[src/rtl/seg_scan_pkg.sv]
// Shared types and constants for the multiplexed 7-segment scan/capture block.
package seg_scan_pkg;

  typedef enum logic [1:0] {
    IDLE,
    DRIVE,
    BLANK,
    PRESENT
  } state_t;

  localparam logic [6:0] SEG_BLANK   = 7'b1111111;
  localparam logic [3:0] BCD_INVALID = 4'hF;
  localparam logic [3:0] BCD_MAX     = 4'd9;

endpackage

[src/rtl/seven_segment_to_bcd.sv]
// Decodes an active-low a..g segment pattern (MSB = a) into BCD; any other
// pattern, including all segments off, yields BCD_INVALID.
module seven_segment_to_bcd
  import seg_scan_pkg::*;
(
  input  logic [6:0] seg_n,
  output logic [3:0] bcd
);

  always_comb begin
    bcd = BCD_INVALID;
    case (seg_n)
      7'b0000001: bcd = 4'd0;
      7'b1001111: bcd = 4'd1;
      7'b0010010: bcd = 4'd2;
      7'b0000110: bcd = 4'd3;
      7'b1001100: bcd = 4'd4;
      7'b0100100: bcd = 4'd5;
      7'b0100000: bcd = 4'd6;
      7'b0001111: bcd = 4'd7;
      7'b0000000: bcd = 4'd8;
      7'b0000100: bcd = 4'd9;
      default:    bcd = BCD_INVALID;
    endcase
  end

endmodule

[src/rtl/seg_scan_capture.sv]
// Scans a common-anode multiplexed 7-segment display one digit at a time,
// decodes each settled digit and presents the packed frame on valid/ready.
module seg_scan_capture
  import seg_scan_pkg::*;
#(
  parameter int unsigned NUM_DIGITS    = 4,
  parameter int unsigned SETTLE_CYCLES = 4
) (
  input  logic                    clk,
  input  logic                    rst_n,
  input  logic                    scan_en,
  input  logic [6:0]              seg_in,
  output logic [NUM_DIGITS-1:0]   dig_en_n,
  output logic                    busy,
  output logic [4*NUM_DIGITS-1:0] frame_bcd,
  output logic [NUM_DIGITS-1:0]   frame_err,
  output logic                    frame_valid,
  input  logic                    frame_ready
);

  localparam int unsigned DIG_W = (NUM_DIGITS > 1) ? $clog2(NUM_DIGITS) : 1;
  localparam int unsigned CNT_W = (SETTLE_CYCLES > 1) ? $clog2(SETTLE_CYCLES) : 1;
  localparam logic [DIG_W-1:0] LAST_DIGIT = DIG_W'(NUM_DIGITS - 1);
  localparam logic [CNT_W-1:0] LAST_CNT   = CNT_W'(SETTLE_CYCLES - 1);

  state_t                  state, state_d;
  logic [DIG_W-1:0]        digit, digit_d;
  logic [CNT_W-1:0]        cnt, cnt_d;
  logic [6:0]              seg_meta, seg_sync;
  logic [3:0]              dec_bcd;
  logic                    capture_c;
  logic                    consume_c;
  logic [NUM_DIGITS-1:0]   dig_en_d;
  logic [4*NUM_DIGITS-1:0] bcd_d;
  logic [NUM_DIGITS-1:0]   err_d;
  logic                    valid_d;

  // Two-flop synchronizer for the asynchronous segment bus
  always_ff @(posedge clk or negedge rst_n) begin
    if (!rst_n) begin
      seg_meta <= SEG_BLANK;
      seg_sync <= SEG_BLANK;
    end else begin
      seg_meta <= seg_in;
      seg_sync <= seg_meta;
    end
  end

  seven_segment_to_bcd u_dec (
    .seg_n (seg_sync),
    .bcd   (dec_bcd)
  );

  always_ff @(posedge clk or negedge rst_n) begin
    if (!rst_n) begin
      state <= IDLE;
    end else begin
      state <= state_d;
    end
  end

  // Next state plus next values of every registered output
  always_comb begin
    state_d   = state;
    digit_d   = digit;
    cnt_d     = cnt;
    capture_c = 1'b0;
    consume_c = frame_valid && frame_ready;
    dig_en_d  = '1;
    bcd_d     = frame_bcd;
    err_d     = frame_err;
    valid_d   = 1'b0;

    case (state)
      IDLE: begin
        if (scan_en) begin
          state_d = DRIVE;
          digit_d = '0;
          cnt_d   = '0;
        end
      end
      DRIVE: begin
        if (cnt == LAST_CNT) begin
          capture_c = 1'b1;
          state_d   = BLANK;
        end else begin
          cnt_d = cnt + CNT_W'(1);
        end
      end
      BLANK: begin
        if (digit == LAST_DIGIT) begin
          state_d = PRESENT;
        end else begin
          digit_d = digit + DIG_W'(1);
          cnt_d   = '0;
          state_d = DRIVE;
        end
      end
      PRESENT: begin
        if (consume_c) begin
          digit_d = '0;
          cnt_d   = '0;
          state_d = scan_en ? DRIVE : IDLE;
        end
      end
      default: state_d = IDLE;
    endcase

    // Valid follows PRESENT by one cycle and drops on the accepting edge
    valid_d = (state == PRESENT) && !consume_c;

    for (int unsigned i = 0; i < NUM_DIGITS; i++) begin
      if (state_d == DRIVE && digit_d == DIG_W'(i)) begin
        dig_en_d[i] = 1'b0;
      end
      if (capture_c && digit == DIG_W'(i)) begin
        bcd_d[4*i +: 4] = dec_bcd;
        err_d[i]        = (dec_bcd > BCD_MAX);
      end
    end
  end

  always_ff @(posedge clk or negedge rst_n) begin
    if (!rst_n) begin
      digit       <= '0;
      cnt         <= '0;
      dig_en_n    <= '1;
      busy        <= 1'b0;
      frame_bcd   <= '0;
      frame_err   <= '0;
      frame_valid <= 1'b0;
    end else begin
      digit       <= digit_d;
      cnt         <= cnt_d;
      dig_en_n    <= dig_en_d;
      busy        <= (state_d != IDLE);
      frame_bcd   <= bcd_d;
      frame_err   <= err_d;
      frame_valid <= valid_d;
    end
  end

endmodule

[config.mk]
export PLATFORM = sky130hd
export DESIGN_NAME = seg_scan_capture
export DESIGN_NICKNAME = d
export VERILOG_FILES = /design/src/rtl/seg_scan_pkg.sv /design/src/rtl/seven_segment_to_bcd.sv /design/src/rtl/seg_scan_capture.sv
export SDC_FILE = /design/constraint.sdc
export NUM_CORES = 1
export LEC_CHECK = 0
export ABC_AREA = 0
export CORE_MARGIN = 4
export CORE_UTILIZATION = 30
export CTS_CLUSTER_DIAMETER = 30
export DETAILED_ROUTE_END_ITERATION = 7
export GPL_ROUTABILITY_DRIVEN = 0
export PLACE_DENSITY = 0.56
export RECOVER_POWER = 50
export SETUP_SLACK_MARGIN = 0.05
export SKIP_CTS_REPAIR_TIMING = 1
export SYNTH_ARGS = -nofsm -noshare
export SYNTH_HDL_FRONTEND = slang
export SYNTH_SLANG_ARGS = --single-unit
[constraint.sdc]
create_clock -name clk -period 4.5 [get_ports clk]
set_input_delay 0.9 -clock clk [delete_from_list [all_inputs] [get_ports clk]]
set_output_delay 0.9 -clock clk [all_outputs]
set_load 0.02 [all_outputs]
== After elaboration in Yosys (flattened, before gate mapping) ==
Index checks and enable logic that the tools add are counted.

* Register bits after elaboration: 46
* Latch bits: 0
* RAM bits: 0
* Bits in read-only memories: 0
* Bits of input ports: 11
* Word-level logic and storage cells: 82
* Memories kept: 0

* Add/sub/neg operators: 2
* Multipliers: 0
* Divide/modulo/power cells: 0
* Order comparisons: 1
* Equal/unequal tests: 24
* Shift operators: 0
* Mux-type cells: 22
* Bitwise gates (word level): 0
* Reduce and logical (&&, ||, !) cells: 17

{| class="wikitable"
|+ Operators with widths
! cell !! count
|-
| 4-bit case mux with 10 select lines || 1
|-
| 2-bit 2-to-1 mux || 11
|-
| 2-bit case mux with 4 select lines || 2
|-
| 2-bit equality test (second input constant) || 7
|-
| 7-bit by 3-bit equality test with 1-bit output (second input constant) || 2
|-
| 7-bit by 6-bit equality test with 1-bit output (second input constant) || 2
|-
| 7-bit equality test (second input constant) || 2
|-
| 1-bit logical AND || 10
|-
| 2-bit by 1-bit equality test with 1-bit output (second input constant) || 4
|-
| 2-bit inequality test (second input constant) || 4
|-
| 7-bit by 1-bit equality test with 1-bit output (second input constant) || 1
|-
| 7-bit by 4-bit equality test with 1-bit output (second input constant) || 1
|-
| 7-bit by 5-bit equality test with 1-bit output (second input constant) || 1
|-
| 7-bit zero test || 1
|-
| 1-bit 2-to-1 mux || 7
|-
| 2-bit zero test || 3
|-
| 2-bit case mux with 3 select lines || 1
|-
| 2-bit by 1-bit adder with 2-bit output (second input constant) || 2
|-
| 4-bit greater-than comparator (second input constant) || 1
|-
| 4-bit AND reduction || 1
|-
| 2-bit nonzero test || 1
|-
| 1-bit zero test || 1
|}

== Longest topological paths before layout ==
* Word-level depth: 6
* Gate-level depth with buffers: 6

== By module ==
From an unflattened synthesis, not the netlist that was laid out.

* Cells, all modules: 140
* Area, all modules: 1914.3 µm²

{| class="wikitable"
|+ By module, submodules not included
! module !! times used !! cells each !! area each (µm²)
|-
| seg_scan_capture || 1 || 115 || 1747.9
|-
| seven_segment_to_bcd || 1 || 25 || 166.4
|}

== Least setup slack after synthesis ==
OpenSTA, ideal clock, no wires.

* Path type: input -> register
* Start point: input frame_ready
* End point: register dig_en_n[0]
* Library setup time: 0.088 ns
* Arrival time: 1.743 ns
* Path slack: 2.668 ns
* Stages on the path: 4
* Buffers on the path: 0
* Path through: and3_1 a21oi_1 o21ai_0 or3b_1

* Cells in the longest elaborated chain, start to end: 6
* Elaborated cells on any way between the ends: 9

{| class="wikitable"
|+ RTL lines
! what !! RTL line !! RTL
|-
| from (decl) || seg_scan_capture.sv:18 || <nowiki>input logic frame_ready</nowiki>
|-
| 1-bit logical AND * || seg_scan_capture.sv:68 || <nowiki>consume_c = frame_valid && frame_ready;</nowiki>
|-
| 2-bit 2-to-1 mux || seg_scan_capture.sv:100 || <nowiki>if (consume_c) begin</nowiki>
|-
| 2-bit case mux with 4 select lines or 2-bit case mux with 3 select lines (tied branches) || seg_scan_capture.sv:74 || <nowiki>case (state)</nowiki>
|-
| 2-bit by 1-bit equality test with 1-bit output or 2-bit zero test (tied branches) || seg_scan_capture.sv:113 || <nowiki>if (state_d == DRIVE && digit_d == DIG_W'(i)) begin</nowiki>
|-
| 1-bit logical AND * || seg_scan_capture.sv:113 ||
|-
| 1-bit 2-to-1 mux * || seg_scan_capture.sv:113 ||
|-
| via dig_en_d[0] || seg_scan_capture.sv:33 || <nowiki>logic [NUM_DIGITS-1:0] dig_en_d;</nowiki>
|-
| to (signal assigned) || seg_scan_capture.sv:135 || <nowiki>dig_en_n <= dig_en_d;</nowiki>
|-
| to (decl) || seg_scan_capture.sv:13 || <nowiki>output logic [NUM_DIGITS-1:0] dig_en_n,</nowiki>
|}

The timed path passes the listed nets; every way through them passes the cells marked *.
A chain may end at the register's enable or synchronous reset.

==> impl_metrics.py <==
metrics = {
    "status": {
        "status": "complete, but fails checks",
        "violations": "capacitance limit, slew limit",
    },
    "setup_path": {
        "cp-start-kind": "primary input",
        "endpoint_kind": "asynchronous set/reset pin",
        "max_stage_delay_ns": 1.68,
        "r2r-start": "cnt[0]$_DFFE_PN0P_",
        "reg2regPathDepth": 4,
        "path_max_fanout": 46,
        "cp_slowest_cell": "clkbuf_1",
        "worstPathRequired_ns": 4.41,
        "crit_family": "buffers and inverters",
        "path_cells": "clkbuf_1",
        "critPathArrivalTime_ns": 2.60,
        "reg2reg_slack_ns": 2.54,
        "critPathBufInv": 1,
        "critical_path_class": "primary input to asynchronous set/reset pin",
        "cp.depth": 1,
        "startpoint": "rst_n",
    },
    "layout": {
        "layout_commonest_cell": "dfrtp_1",
        "nets": 224,
        "multi_input_area_um2": 716,
        "register_area_um2": 1170,
        "final_cell_mix": "dfrtp_1 (28), clkdlybuf4s50_1 (27), nor2_1 (23)",
        "fill_cells": 643,
        "postLayoutCellArea_um2": 2460,
        "diodes": 0,
        "utilization_pct": 39.0,
        "area_growth_pct": 26.9,
        "final_layout_size_suffix_gt1_share_pct": 15.5,
    },
    "logic_synthesis": {
        "synthFlopType": "dfrtp_1",
        "syn_inst": 175,
        "async_reset_ff_share_pct": 100,
        "ys_seq_elements": 46,
        "syn_area_per_cell_um2": 11.1,
        "synth-edff-count": 0,
        "yosysSeqAreaShare_pct": 60.5,
        "syn_area_um2": 1940,
        "yosys_warnings": 0,
        "synthDistinctLibCells": 45,
        "syn_nets": 187,
    },
    "sta": {
        "post-route-period-util_pct": 59.9,
        "slew_violations": 47,
        "setup_tns_ns": 0,
        "period_needed_ns": 2.70,
        "fmaxAchievable_mhz": 371,
        "rsz0062_at_grt": "false",
        "setup_viol": 0,
        "max_slew_margin_pct": -60.3,
        "skew_ns": 0.00365,
        "worst_slack_ns": 1.80,
        "finalHoldViolations": 0,
        "tightest_slew_ns": 2.40,
    },
    "clock_tree": {
        "cts_tree": "done",
        "clk_pin_slew_ns": 0.08,
        "clockRootBuffer": "clkbuf_8",
        "cts_max_level": 2,
        "clock_latency_ns": 0.29,
        "clock-sinks": 46,
        "clk_path_buf_depth": 2,
        "numCtsBuffers": 5,
    },
    "detailed_routing": {
        "totalWireLength_um": 4000,
        "vias": 1378,
        "drt_iter0_markers": 119,
        "drt_pass1_iterations": 4,
        "wl_per_cell_um": 13.8,
        "vias_per_cell": 4.75,
        "drc": 0,
        "final_antenna_net_count": 0,
    },
    "run": {
        "drv_cap": 1,
    },
    "worst_hold_path": {
        "hp-class": "flop to flop",
        "hold_depth": 0,
        "min-delay-start": "seg_meta[3]$_DFF_PN1_",
    },
    "placed_design": {
        "port_buffers": 36,
        "pre_cts_ws_ns": 2.00,
        "dpl_cell_area_um2": 2360,
        "hpwl_um": 2740,
    },
    "floorplanning": {
        "die_w_um": 88.4,
        "die_area_um2": 7810,
        "num_rows": 29,
        "io_pins": 37,
        "fp.dieH_um": 88.4,
        "core_area_um2": 6310,
        "start_util_pct": 30.7,
    },
    "grt": {
        "grt_pass1_wl_um": 6480,
        "grt_max_degree": 47,
        "grt.overflow.total": 0,
        "antenna_found_initial": 0,
        "track_usage_pct": 10.9,
        "grt_pass1_vias": 1284,
    },
    "power": {
        "finalPower_uw": 1440,
        "power_density_nw_per_um2": 583,
        "vdd_drop_max_mv": 0.280,
        "p_leak_uw": 0.000953,
    },
}
[cell usage after synthesis (2+ instances only)]
cell type   n  share of area [%]
or2_2       2               0.65
dfrtp_1    28                 36
inv_1       4               0.77
o21ai_1     2               0.52
buf_2       4                1.0
nand2b_1    4                1.3
dfstp_2    18                 24
a211oi_1    3                1.2
o21ai_0     9                2.3
nand3_1     5                1.3
or3b_1      2               0.90
or3_1       2               0.65
nand2_1    12                2.3
o22ai_1     2               0.65
nand3b_1    2               0.77
nor3_1      2               0.52
a21oi_1     9                2.3
a31oi_1    11                3.5
mux2_2      4                2.3
nor2_1     23                4.5
a211o_1     2               0.90
nor2b_1     2               0.65
[worst paths after layout]
| path | end |
|---|---|
| max | digit[1]$_DFF_PN0_ |
| min | seg_sync[3]$_DFF_PN1_ |
| max reg2reg | frame_bcd[10]$_DFFE_PN0P_ |
| min reg2reg | seg_sync[3]$_DFF_PN1_ |
| max in group clk | dig_en_n[0] |
| min in group asynchronous | frame_bcd[5]$_DFFE_PN0P_ |
[layer usage]
layer	share of wire (%)	up-vias	wire length, um	GRT usage, %
li1	-	706	-	-
met1	51	624	2050	15.3
met2	40	42	1620	15.0
met3	6.0	6	241	3.45
met4	2.2	0	86	5.36
met5	0	-	0	0
[through the flow]
stage	instances	hold WS, ns
global route	290	0.362
CTS	290	0.356
finish	290	0.356
detailed placement	282	0.347
floorplan	175	0.345
global placement	282	0.346
[sequential cells by signal, summed over array words and instances, names as in the netlist, 2 cells and up]
| name | count |
|---|---|
| cnt | 2 |
| seg_meta | 7 |
| digit | 2 |
| dig_en_n | 4 |
| state | 2 |
| frame_err | 4 |
| frame_bcd | 16 |
| seg_sync | 7 |
[worst register-to-register path: stages, from the launching register on]
cell and delay [ns]:
dfrtp_1 0.41, ha_1 0.31, nand3b_2 0.23, nor3b_2 0.51, mux2_2 0.39
[power by group]
part | internal (uW) | switching, uW
sequential | 529 | 102
combinational | 242 | 261
clock | 166 | 134
[area by class of cell]
class / instances / area share (%)
Timing Repair Buffer: 36 / 14.4
Clock buffer: 7 / 3.10
Tap cell: 77 / 3.91
Inverter: 4 / 0.610
Sequential cell: 46 / 47.7
Clock inverter: 1 / 1.22
Multi-Input combinational cell: 119 / 29.1
[cells by family after synthesis]
group                    after synthesis  synth area share (%)
adder cells (fa/ha/maj)                1                 0.645
multiplexers                           5                  2.84
buffers and inverters                 10                  2.58
AO/OA/AOI/OAI                         45                  14.5
AND/OR/NAND/NOR                       66                  18.1
XOR/XNOR                               2                 0.903
flip-flops                            46                  60.5
Note: power is estimated with default switching activity, not from simulation.
